===== config.mk =====
export PLATFORM = sky130hd
export DESIGN_NAME = accel_spi_sequencer
export DESIGN_NICKNAME = d
export VERILOG_FILES = /design/src/rtl/accel_seq_pkg.sv /design/src/rtl/accel_poll_timer.sv /design/src/rtl/accel_spi_sequencer.sv
export SDC_FILE = /design/constraint.sdc
export NUM_CORES = 1
export LEC_CHECK = 0
export ABC_AREA = 0
export CAP_MARGIN = 10
export CELL_PAD_IN_SITES_DETAIL_PLACEMENT = 0
export CELL_PAD_IN_SITES_GLOBAL_PLACEMENT = 1
export CORE_ASPECT_RATIO = 1.25
export CORE_MARGIN = 2
export CORE_UTILIZATION = 45
export DETAILED_ROUTE_END_ITERATION = 6
export PLACE_DENSITY = 0.89
export SYNTH_ARGS = -nofsm -noshare
export SYNTH_HDL_FRONTEND = slang
export SYNTH_HIERARCHICAL = 1
export SYNTH_SLANG_ARGS = --single-unit

===== constraint.sdc =====
create_clock -name spi_clk -period 3.45 [get_ports spi_clk]
set_input_delay 0.5175 -clock spi_clk [delete_from_list [all_inputs] [get_ports spi_clk]]
set_output_delay 0.5175 -clock spi_clk [all_outputs]
set_load 0.005 [all_outputs]

===== src/rtl/accel_seq_pkg.sv =====
// Shared types, constants and command-word helper for the accelerometer SPI sequencer.
package accel_seq_pkg;

   typedef enum logic [2:0] {
      ST_RST,
      ST_INIT_ISSUE,
      ST_INIT_WAIT,
      ST_POLL_WAIT,
      ST_RD_ISSUE,
      ST_RD_WAIT,
      ST_PUBLISH
   } seq_state_t;

   localparam int INIT_LEN = 3;

   // Entry 0 is written first: DATA_FORMAT, then BW_RATE, then POWER_CTL.
   localparam logic [INIT_LEN-1:0][15:0] INIT_TABLE = {16'h2D08, 16'h2C0A, 16'h3108};

   localparam logic [5:0] DATA_BASE_ADDR = 6'h32;
   localparam int         DATA_BYTES     = 6;

   function automatic logic [15:0] make_cmd(input logic rd, input logic [5:0] addr, input logic [7:0] data);
      return {rd, 1'b0, addr, data};
   endfunction

endpackage


===== src/rtl/accel_poll_timer.sv =====
// Reloadable down-counter that paces the gap between sample bursts.
module accel_poll_timer #(
   parameter int               WIDTH  = 8,
   parameter logic [WIDTH-1:0] RELOAD = '0
) (
   input  logic spi_clk,
   input  logic reset_n,
   input  logic load,
   output logic zero
);

   logic [WIDTH-1:0] count;

   always_ff @(posedge spi_clk or negedge reset_n) begin
      if (!reset_n) begin
         count <= '0;
      end else if (load) begin
         count <= RELOAD;
      end else if (count != '0) begin
         count <= count - WIDTH'(1);
      end
   end

   assign zero = (count == '0);

endmodule


===== src/rtl/accel_spi_sequencer.sv =====
// Drives the SPI serializer handshake: writes the init table, then polls the six
// data registers and publishes X/Y/Z, with a watchdog that re-runs init on a stall.
module accel_spi_sequencer
   import accel_seq_pkg::*;
#(
   parameter int POLL_CYCLES    = 1000,
   parameter int TIMEOUT_CYCLES = 64
) (
   input  logic        spi_clk,
   input  logic        reset_n,
   output logic        spi_start,
   output logic [15:0] spi_data_tx,
   input  logic        spi_done,
   input  logic [7:0]  spi_data_rx,
   output logic [15:0] x_data,
   output logic [15:0] y_data,
   output logic [15:0] z_data,
   output logic        data_valid,
   output logic        init_done,
   output logic        fault
);

   localparam int MAX_CYCLES = (POLL_CYCLES > TIMEOUT_CYCLES) ? POLL_CYCLES : TIMEOUT_CYCLES;
   localparam int CW         = $clog2(MAX_CYCLES + 1);

   // PUBLISH is the first cycle of the poll interval, so the wait itself is one shorter.
   localparam int              POLL_RELOAD  = (POLL_CYCLES > 1) ? POLL_CYCLES - 2 : 0;
   localparam logic [CW-1:0]   TIMEOUT_LAST = CW'(TIMEOUT_CYCLES - 1);
   localparam logic [1:0]      LAST_INIT    = 2'(INIT_LEN - 1);
   localparam logic [2:0]      LAST_BYTE    = 3'(DATA_BYTES - 1);

   seq_state_t      state;
   seq_state_t      next_state;
   logic [1:0]      idx;
   logic [2:0]      byte_idx;
   logic [CW-1:0]   wd_count;
   logic [15:0]     tx_hold;
   logic [15:0]     issue_cmd;
   logic [7:0]      shadow [DATA_BYTES-1];
   logic            in_issue;
   logic            in_wait;
   logic            wd_expire;
   logic            fault_set;
   logic            poll_load;
   logic            poll_zero;

   accel_poll_timer #(
      .WIDTH  (CW),
      .RELOAD (CW'(POLL_RELOAD))
   ) u_poll_timer (
      .spi_clk (spi_clk),
      .reset_n (reset_n),
      .load    (poll_load),
      .zero    (poll_zero)
   );

   assign wd_expire = (wd_count == TIMEOUT_LAST);

   always_ff @(posedge spi_clk or negedge reset_n) begin
      if (!reset_n) begin
         state <= ST_RST;
      end else begin
         state <= next_state;
      end
   end

   // A done arriving in the same cycle as the timeout takes priority over the fault.
   always_comb begin
      next_state = state;
      unique case (state)
         ST_RST:        next_state = ST_INIT_ISSUE;
         ST_INIT_ISSUE: next_state = ST_INIT_WAIT;
         ST_INIT_WAIT: begin
            if (spi_done) begin
               next_state = (idx == LAST_INIT) ? ST_POLL_WAIT : ST_INIT_ISSUE;
            end else if (wd_expire) begin
               next_state = ST_RST;
            end
         end
         ST_POLL_WAIT: begin
            if (poll_zero) begin
               next_state = ST_RD_ISSUE;
            end
         end
         ST_RD_ISSUE:   next_state = ST_RD_WAIT;
         ST_RD_WAIT: begin
            if (spi_done) begin
               next_state = (byte_idx == LAST_BYTE) ? ST_PUBLISH : ST_RD_ISSUE;
            end else if (wd_expire) begin
               next_state = ST_RST;
            end
         end
         ST_PUBLISH:    next_state = ST_POLL_WAIT;
         default:       next_state = ST_RST;
      endcase
   end

   always_comb begin
      in_issue    = (state == ST_INIT_ISSUE) || (state == ST_RD_ISSUE);
      in_wait     = (state == ST_INIT_WAIT) || (state == ST_RD_WAIT);
      spi_start   = in_issue;
      data_valid  = (state == ST_PUBLISH);
      poll_load   = (next_state == ST_POLL_WAIT) && (state != ST_POLL_WAIT);
      fault_set   = in_wait && !spi_done && wd_expire;
      issue_cmd   = (state == ST_INIT_ISSUE) ? INIT_TABLE[idx]
                                             : make_cmd(1'b1, DATA_BASE_ADDR + 6'(byte_idx), 8'h00);
      spi_data_tx = in_issue ? issue_cmd : tx_hold;
   end

   // The sixth byte goes straight to the outputs so x/y/z line up with the data_valid pulse.
   always_ff @(posedge spi_clk or negedge reset_n) begin
      if (!reset_n) begin
         idx       <= '0;
         byte_idx  <= '0;
         wd_count  <= '0;
         tx_hold   <= '0;
         x_data    <= '0;
         y_data    <= '0;
         z_data    <= '0;
         init_done <= 1'b0;
         fault     <= 1'b0;
         for (int i = 0; i < DATA_BYTES - 1; i++) begin
            shadow[i] <= '0;
         end
      end else begin
         if (in_issue) begin
            tx_hold  <= issue_cmd;
            wd_count <= '0;
         end else if (in_wait) begin
            wd_count <= wd_count + CW'(1);
         end

         case (state)
            ST_RST: idx <= '0;
            ST_INIT_WAIT: begin
               if (spi_done) begin
                  if (idx == LAST_INIT) begin
                     init_done <= 1'b1;
                  end else begin
                     idx <= idx + 2'd1;
                  end
               end
            end
            ST_POLL_WAIT: byte_idx <= '0;
            ST_RD_WAIT: begin
               if (spi_done) begin
                  if (byte_idx == LAST_BYTE) begin
                     x_data <= {shadow[1], shadow[0]};
                     y_data <= {shadow[3], shadow[2]};
                     z_data <= {spi_data_rx, shadow[4]};
                  end else begin
                     shadow[byte_idx] <= spi_data_rx;
                     byte_idx         <= byte_idx + 3'd1;
                  end
               end
            end
            default: ;
         endcase

         if (fault_set) begin
            fault     <= 1'b1;
            init_done <= 1'b0;
         end
      end
   end

endmodule


After elaboration in Yosys (flattened, before gate mapping)
Cells that the tools add are included.
{ "totals": {"wordCells": 91, "reg_bits": 134, "out_inout_bits": 68} }
{ "classes": {"reduce_logical": 22, "addsub": 5, "muxes": 28, "n_bitwise": 2, "order_cmp": 3, "n_eq_ne": 15} }
{ "op_table": {"columns": ["operator", "n"], "rows": [
  ["16-bit 2-to-1 mux", 3],
  ["40-bit bitwise mux", 1],
  ["10-bit 2-to-1 mux", 4],
  ["16-bit binary-select mux with 2-bit select", 1],
  ["8-bit demux with 3-bit select", 1],
  ["3-bit one-hot mux with 7 select lines", 1],
  ["3-bit 2-to-1 mux", 6],
  ["3-bit AND reduction", 5],
  ["2-bit nonzero test", 7],
  ["3-bit equality test, second input constant", 4],
  ["10-bit by 1-bit adder with 10-bit output, second input constant", 1],
  ["10-bit by 6-bit equality test with 1-bit output, second input constant", 1],
  ["10-bit logical NOT", 1],
  ["10-bit nonzero test", 1],
  ["10-bit by 1-bit subtractor with 10-bit output, second input constant", 1],
  ["3-bit by 2-bit equality test with 1-bit output, second input constant", 3],
  ["2-bit 2-to-1 mux", 4],
  ["8-bit 2-to-1 mux", 1],
  ["2-bit inequality test, second input constant", 4],
  ["5-bit by 4-bit adder with 6-bit output, first input constant", 1],
  ["3-bit one-hot mux with 2 select lines", 1],
  ["4-bit greater-or-equal comparator, second input constant", 1],
  ["1-bit logical AND", 4],
  ["4-bit by 1-bit < comparator with 1-bit output, second input constant", 1],
  ["other kinds (13)", 17]
]} }

Longest topological paths before layout
Gate-level depths: netlist of the first run.
{ "logic_depth": {"depth_word": 7, "depth_mapped": 11, "ltp_nobuf": 10} }

Hierarchy
Netlist of the first run, hierarchy kept.
{ "by_module_without_submodules": {"columns": ["mod", "cells_each", "instances", "area_per_inst_um2"], "rows": [
  ["accel_spi_sequencer", 386, 1, 5245.0],
  ["accel_poll_timer", 51, 1, 514.2]
]} }

Least setup slack after synthesis of the first run
No wires, ideal clock.
{ "synth_timing": {"path_kind": "reg-to-reg", "from": "register u_poll_timer.count[0]", "to": "register u_poll_timer.count[7]", "required_time_ns": 3.324, "path_stages_with_launch": 11, "t_arrival_ns": 2.354, "path_buffers": 1, "path_slack_ns": 0.970, "cell_sequence": "dfrtp_1 > inv_1 > ha_1 > or4b_1 > or3_4 > clkinv_2 > nand2_1 > a21oi_1 > a21oi_1 > clkbuf_1 > a221o_1"} }
{ "synth_between": {"elab_chain_len": 6, "elab_cells_between_ends": 10, "classes_between": "add/sub: 1; eq/ne: 1; mux: 4; reduce/logical: 4"} }
{ "synth_rtl": {"columns": ["item", "line_no", "source"], "rows": [
  ["start: declaration", "accel_poll_timer.sv:12", "logic [WIDTH-1:0] count;"],
  ["start signal: assignment", "accel_poll_timer.sv:20", "count <= count - WIDTH'(1);"],
  ["10-bit logical NOT *", "accel_poll_timer.sv:24", "assign zero = (count == '0);"],
  ["named net poll_zero", "accel_spi_sequencer.sv:45", "logic poll_zero;"],
  ["3-bit 2-to-1 mux *", "accel_spi_sequencer.sv:81", "if (poll_zero) begin"],
  ["3-bit one-hot mux with 7 select lines *", "accel_spi_sequencer.sv:70", "unique case (state)"],
  ["3-bit by 2-bit equality test with 1-bit output *", "accel_spi_sequencer.sv:103", "poll_load = (next_state == ST_POLL_WAIT) && (state != ST_POLL_WAIT);"],
  ["1-bit logical AND *", "accel_spi_sequencer.sv:103", null],
  ["named net poll_load", "accel_spi_sequencer.sv:44", "logic poll_load;"],
  ["10-bit 2-to-1 mux / 2-bit nonzero test (equally long branches)", null, null]
]} }
The timed path passes the listed nets; every way through them passes the cells marked *. The select of a mux whose other input is x is not followed.
A chain may end at the register's enable or synchronous reset.

Worst setup path in the final report of the first run
{ "layout_timing": {"from": "register state[2]", "to": "output spi_data_tx[9]"} }
{ "layout_between": {"elab_chain_len": 3, "elab_cells_between_ends": 5, "classes_between": "eq/ne: 2; mux: 2; reduce/logical: 1"} }
{ "layout_rtl": {"columns": ["item", "line_no", "source"], "rows": [
  ["start: declaration", "accel_spi_sequencer.sv:32", "seq_state_t state;"],
  ["start signal: assignment", "accel_spi_sequencer.sv:63", "state <= next_state;"],
  ["3-bit by 1-bit equality test with 1-bit output / 3-bit equality test (equally long branches)", "accel_spi_sequencer.sv:99, accel_spi_sequencer.sv:105", null],
  ["16-bit 2-to-1 mux / 1-bit logical OR (equally long branches)", "accel_spi_sequencer.sv:105, accel_spi_sequencer.sv:99", null],
  ["16-bit 2-to-1 mux *", "accel_spi_sequencer.sv:107", "spi_data_tx = in_issue ? issue_cmd : tx_hold;"],
  ["end: declaration", "accel_spi_sequencer.sv:12", "output logic [15:0] spi_data_tx,"]
]} }
Mark *: on every way between the ends. The rest lies on a longest branch, timed or not.

==> impl_metrics.yaml, run 1 <==
sta:
  slew_viol_final: 0
  rsz0062_at_grt: "false"
  period_minus_slack_ns: 3.21
  fmax_ghz: 0.311
  worstMarginPinSlew_ns: 0.836
  min_period_over_period_pct: 93.2
  finalSetupViolations: 0
  whs_ns: 0.103
  fin_ws_ns: 0.236
  finalSetupTns_ns: 0
  hold_viol: 0
  skew_ns: 0.00660
  maxSlewHeadroom_pct: 44.3
floorplanning:
  io_pins: 79
  die_area_sq_um: 13700
  die_h_um: 130
  rows: 46
  initial_core_util_pct: 45.7
  die_w_um: 105
  design.core.area_sq_um: 12600
layout:
  final_util_pct: 57.6
  final_cells: 704
  drive_gt1_share_pct: 26.5
  final_cell_mix: "dfrtp_1, mux2_2, clkdlybuf4s50_1"
  fin_nets: 546
  finish.instance_area_sq_um: 7260
  mostFrequentLayoutCell: "dfrtp_1"
  n_antenna_cell: 0
  synthToLayoutAreaGrowth_pct: 26.1
synthesis:
  synth.top_cell.area_share_pct: 58.2
  netlist_area_sq_um: 5760
  synth_area_leader_cell: "dfrtp_1"
  synth_flop_cell: "dfrtp_1"
  synth_area_per_cell_sq_um: 13.2
  async_flop_share_pct: 100
  syn_inst: 437
  yosysWarnings: 6
  synth-edff-count: 0
  ys_seq_area_share_pct: 58.2
  synth_cell_types: 57
  synth_seq_cells: 134
  ys_top_cells_by_area: "dfrtp_1, mux2_2, ha_1"
  postSynthNetCount: 460
grt:
  grt_pass1_vias: 3894
  met1_usage_pct: 23.1
  track_usage_pct: 18.7
  top_usage_layer: "met2"
  grt-ovfl-total: 0
  grtUsageMet2_pct: 31.4
  grt_max_degree: 62
  grt_util_met3_pct: 5.41
  grt_pass1_wl_mm: 19.8
  antenna_found_initial: 0
status:
  outcome: "finished clean"
cts:
  cts-buffers-inserted: 17
  cts_max_level: 4
  post_cts_resized: 0
  cts_hold_buffers: 0
  cts_post_setup_buffers_inserted: 0
  root_buffer: "clkbuf_16"
  clockBufferDepth: 2
  clk_pin_slew_ns: 0.06
  clkLatencyLatePin_ns: 0.42
  clkSinkCount: 134
  cts_tree: "built"
route:
  routed_wl_mm: 12.0
  first_pass_iters: 4
  avgRoutedWirePerCell_um: 17.0
  vias: 3757
  vias_per_cell: 5.34
  drt-initial-drc-count: 153
  detail-route-antenna-nets: 0
  drcViolationCount: 0
power:
  irDropWorstVdd_mv: 0.314
  p_per_area_nw_per_um2: 449
  p_leak_nw: 3.34
  power_mw: 3.26
placed_design:
  placed_area_sq_um: 6730
  place_inst: 672
  place.gp.congestion: 0.806
  io_buffer_count: 78
  pre_cts_slack_ns: 0.642
  dp_hpwl_mm: 8.04
job:
  drv_cap: 0
setup_path:
  crit_fanout: 23
  path_class: "reg -> out"
  end_kind: "primary output"
  critPathLaunchType: "flip-flop"
  arrival_ns: 2.70
  crit_required_ns: 2.93
hold_path:
  hold_class: "in -> async"
==> synthesized netlist by cell type, types with 3 or more instances <==
library cell,number
nand2_2,3
ha_1,12
o22ai_1,4
or4_1,3
nor2b_1,12
a21oi_1,14
dfrtp_1,134
nand3_1,4
clkbuf_1,8
o21ai_0,11
a22oi_1,3
inv_1,15
nand2_1,14
a211oi_1,5
a31oi_1,3
nor3_1,7
mux2_2,88
buf_2,7
a22o_1,8
xnor2_1,10
nor2_1,20
a211o_1,3
o31ai_1,4
==> layer usage <==
| metal | vias up | part of all wire [%] | wire length, um |
|---|---|---|---|
| li1 | 1744 | - | - |
| met4 | 0 | 1.3 | 159 |
| met5 | - | 0 | 0 |
| met2 | 69 | 52 | 6220 |
| met1 | 1929 | 43 | 5180 |
| met3 | 15 | 3.7 | 445 |
==> logic make-up after synthesis <==
kind of cell / after synthesis / share of synthesized area (%)
compound gates: 69 / 8.52
simple gates: 89 / 9.21
fa+ha+maj: 12 / 2.61
xor+xnor: 10 / 1.52
buf+inv: 35 / 2.72
mux: 88 / 17.2
flops: 134 / 58.2
==> path summary, 6_finish.rpt <==
check | start | to | slack [ns] | cells past startpoint
setup reg to reg | u_poll_timer/count[0] | u_poll_timer/count[6] | 0.55 | 9
hold reg to reg | fault | fault | 0.49 | 1
min in group spi_clk | fault | fault | 0.49 | 1
setup / recovery | state[2] | spi_data_tx[9] | 0.24 | 5
hold / removal | reset_n | u_poll_timer/count[5] | 0.10 | 1
max in group asynchronous | reset_n | z_data[10] | 2.54 | 2
==> state kept, by name, summed over array words and instances, names as in the netlist <==
signal / count
byte_idx: 3
fault: 1
idx: 2
init_done: 1
shadow: 40
state: 3
tx_hold: 16
u_poll_timer/count: 10
wd_count: 10
x_data: 16
y_data: 16
z_data: 16
==> where the power goes <==
group          total (mW)  switching (mW)  internal, mW
sequential           1.58         0.00230          1.58
combinational      0.0744          0.0485        0.0259
clock                1.61           0.684         0.924
total                3.26           0.735          2.53
==> worst max-delay path, cell delays in order, from the launching register on <==
cell,delay (ns)
dfrtp_1,0.88
inv_2,0.26
nor2_1,0.28
a22oi_1,0.10
o22ai_1,0.21
clkdlybuf4s50_1,0.55
==> final cells by class <==
cell class	instances	area, sq um
timing repair buffer	85	843
inverter	17	65.1
multi-input combinational	268	2260
tap	168	210
sequential	134	3350
clock inverter	13	100
fill	1027	5340
clock buffer	19	433
Power figures use the tool's default switching activity.
==> run 2: changes to the inputs <==
--- a/config.mk
+++ b/config.mk
@@ -14,6 +14,7 @@
 export CORE_UTILIZATION = 45
 export DETAILED_ROUTE_END_ITERATION = 6
 export PLACE_DENSITY = 0.89
+export SLEW_MARGIN = 20
 export SYNTH_ARGS = -nofsm -noshare
 export SYNTH_HDL_FRONTEND = slang
 export SYNTH_HIERARCHICAL = 1
==> results of run 2 <==
The final DEF is identical to that of run 1; final timing and power are the same.
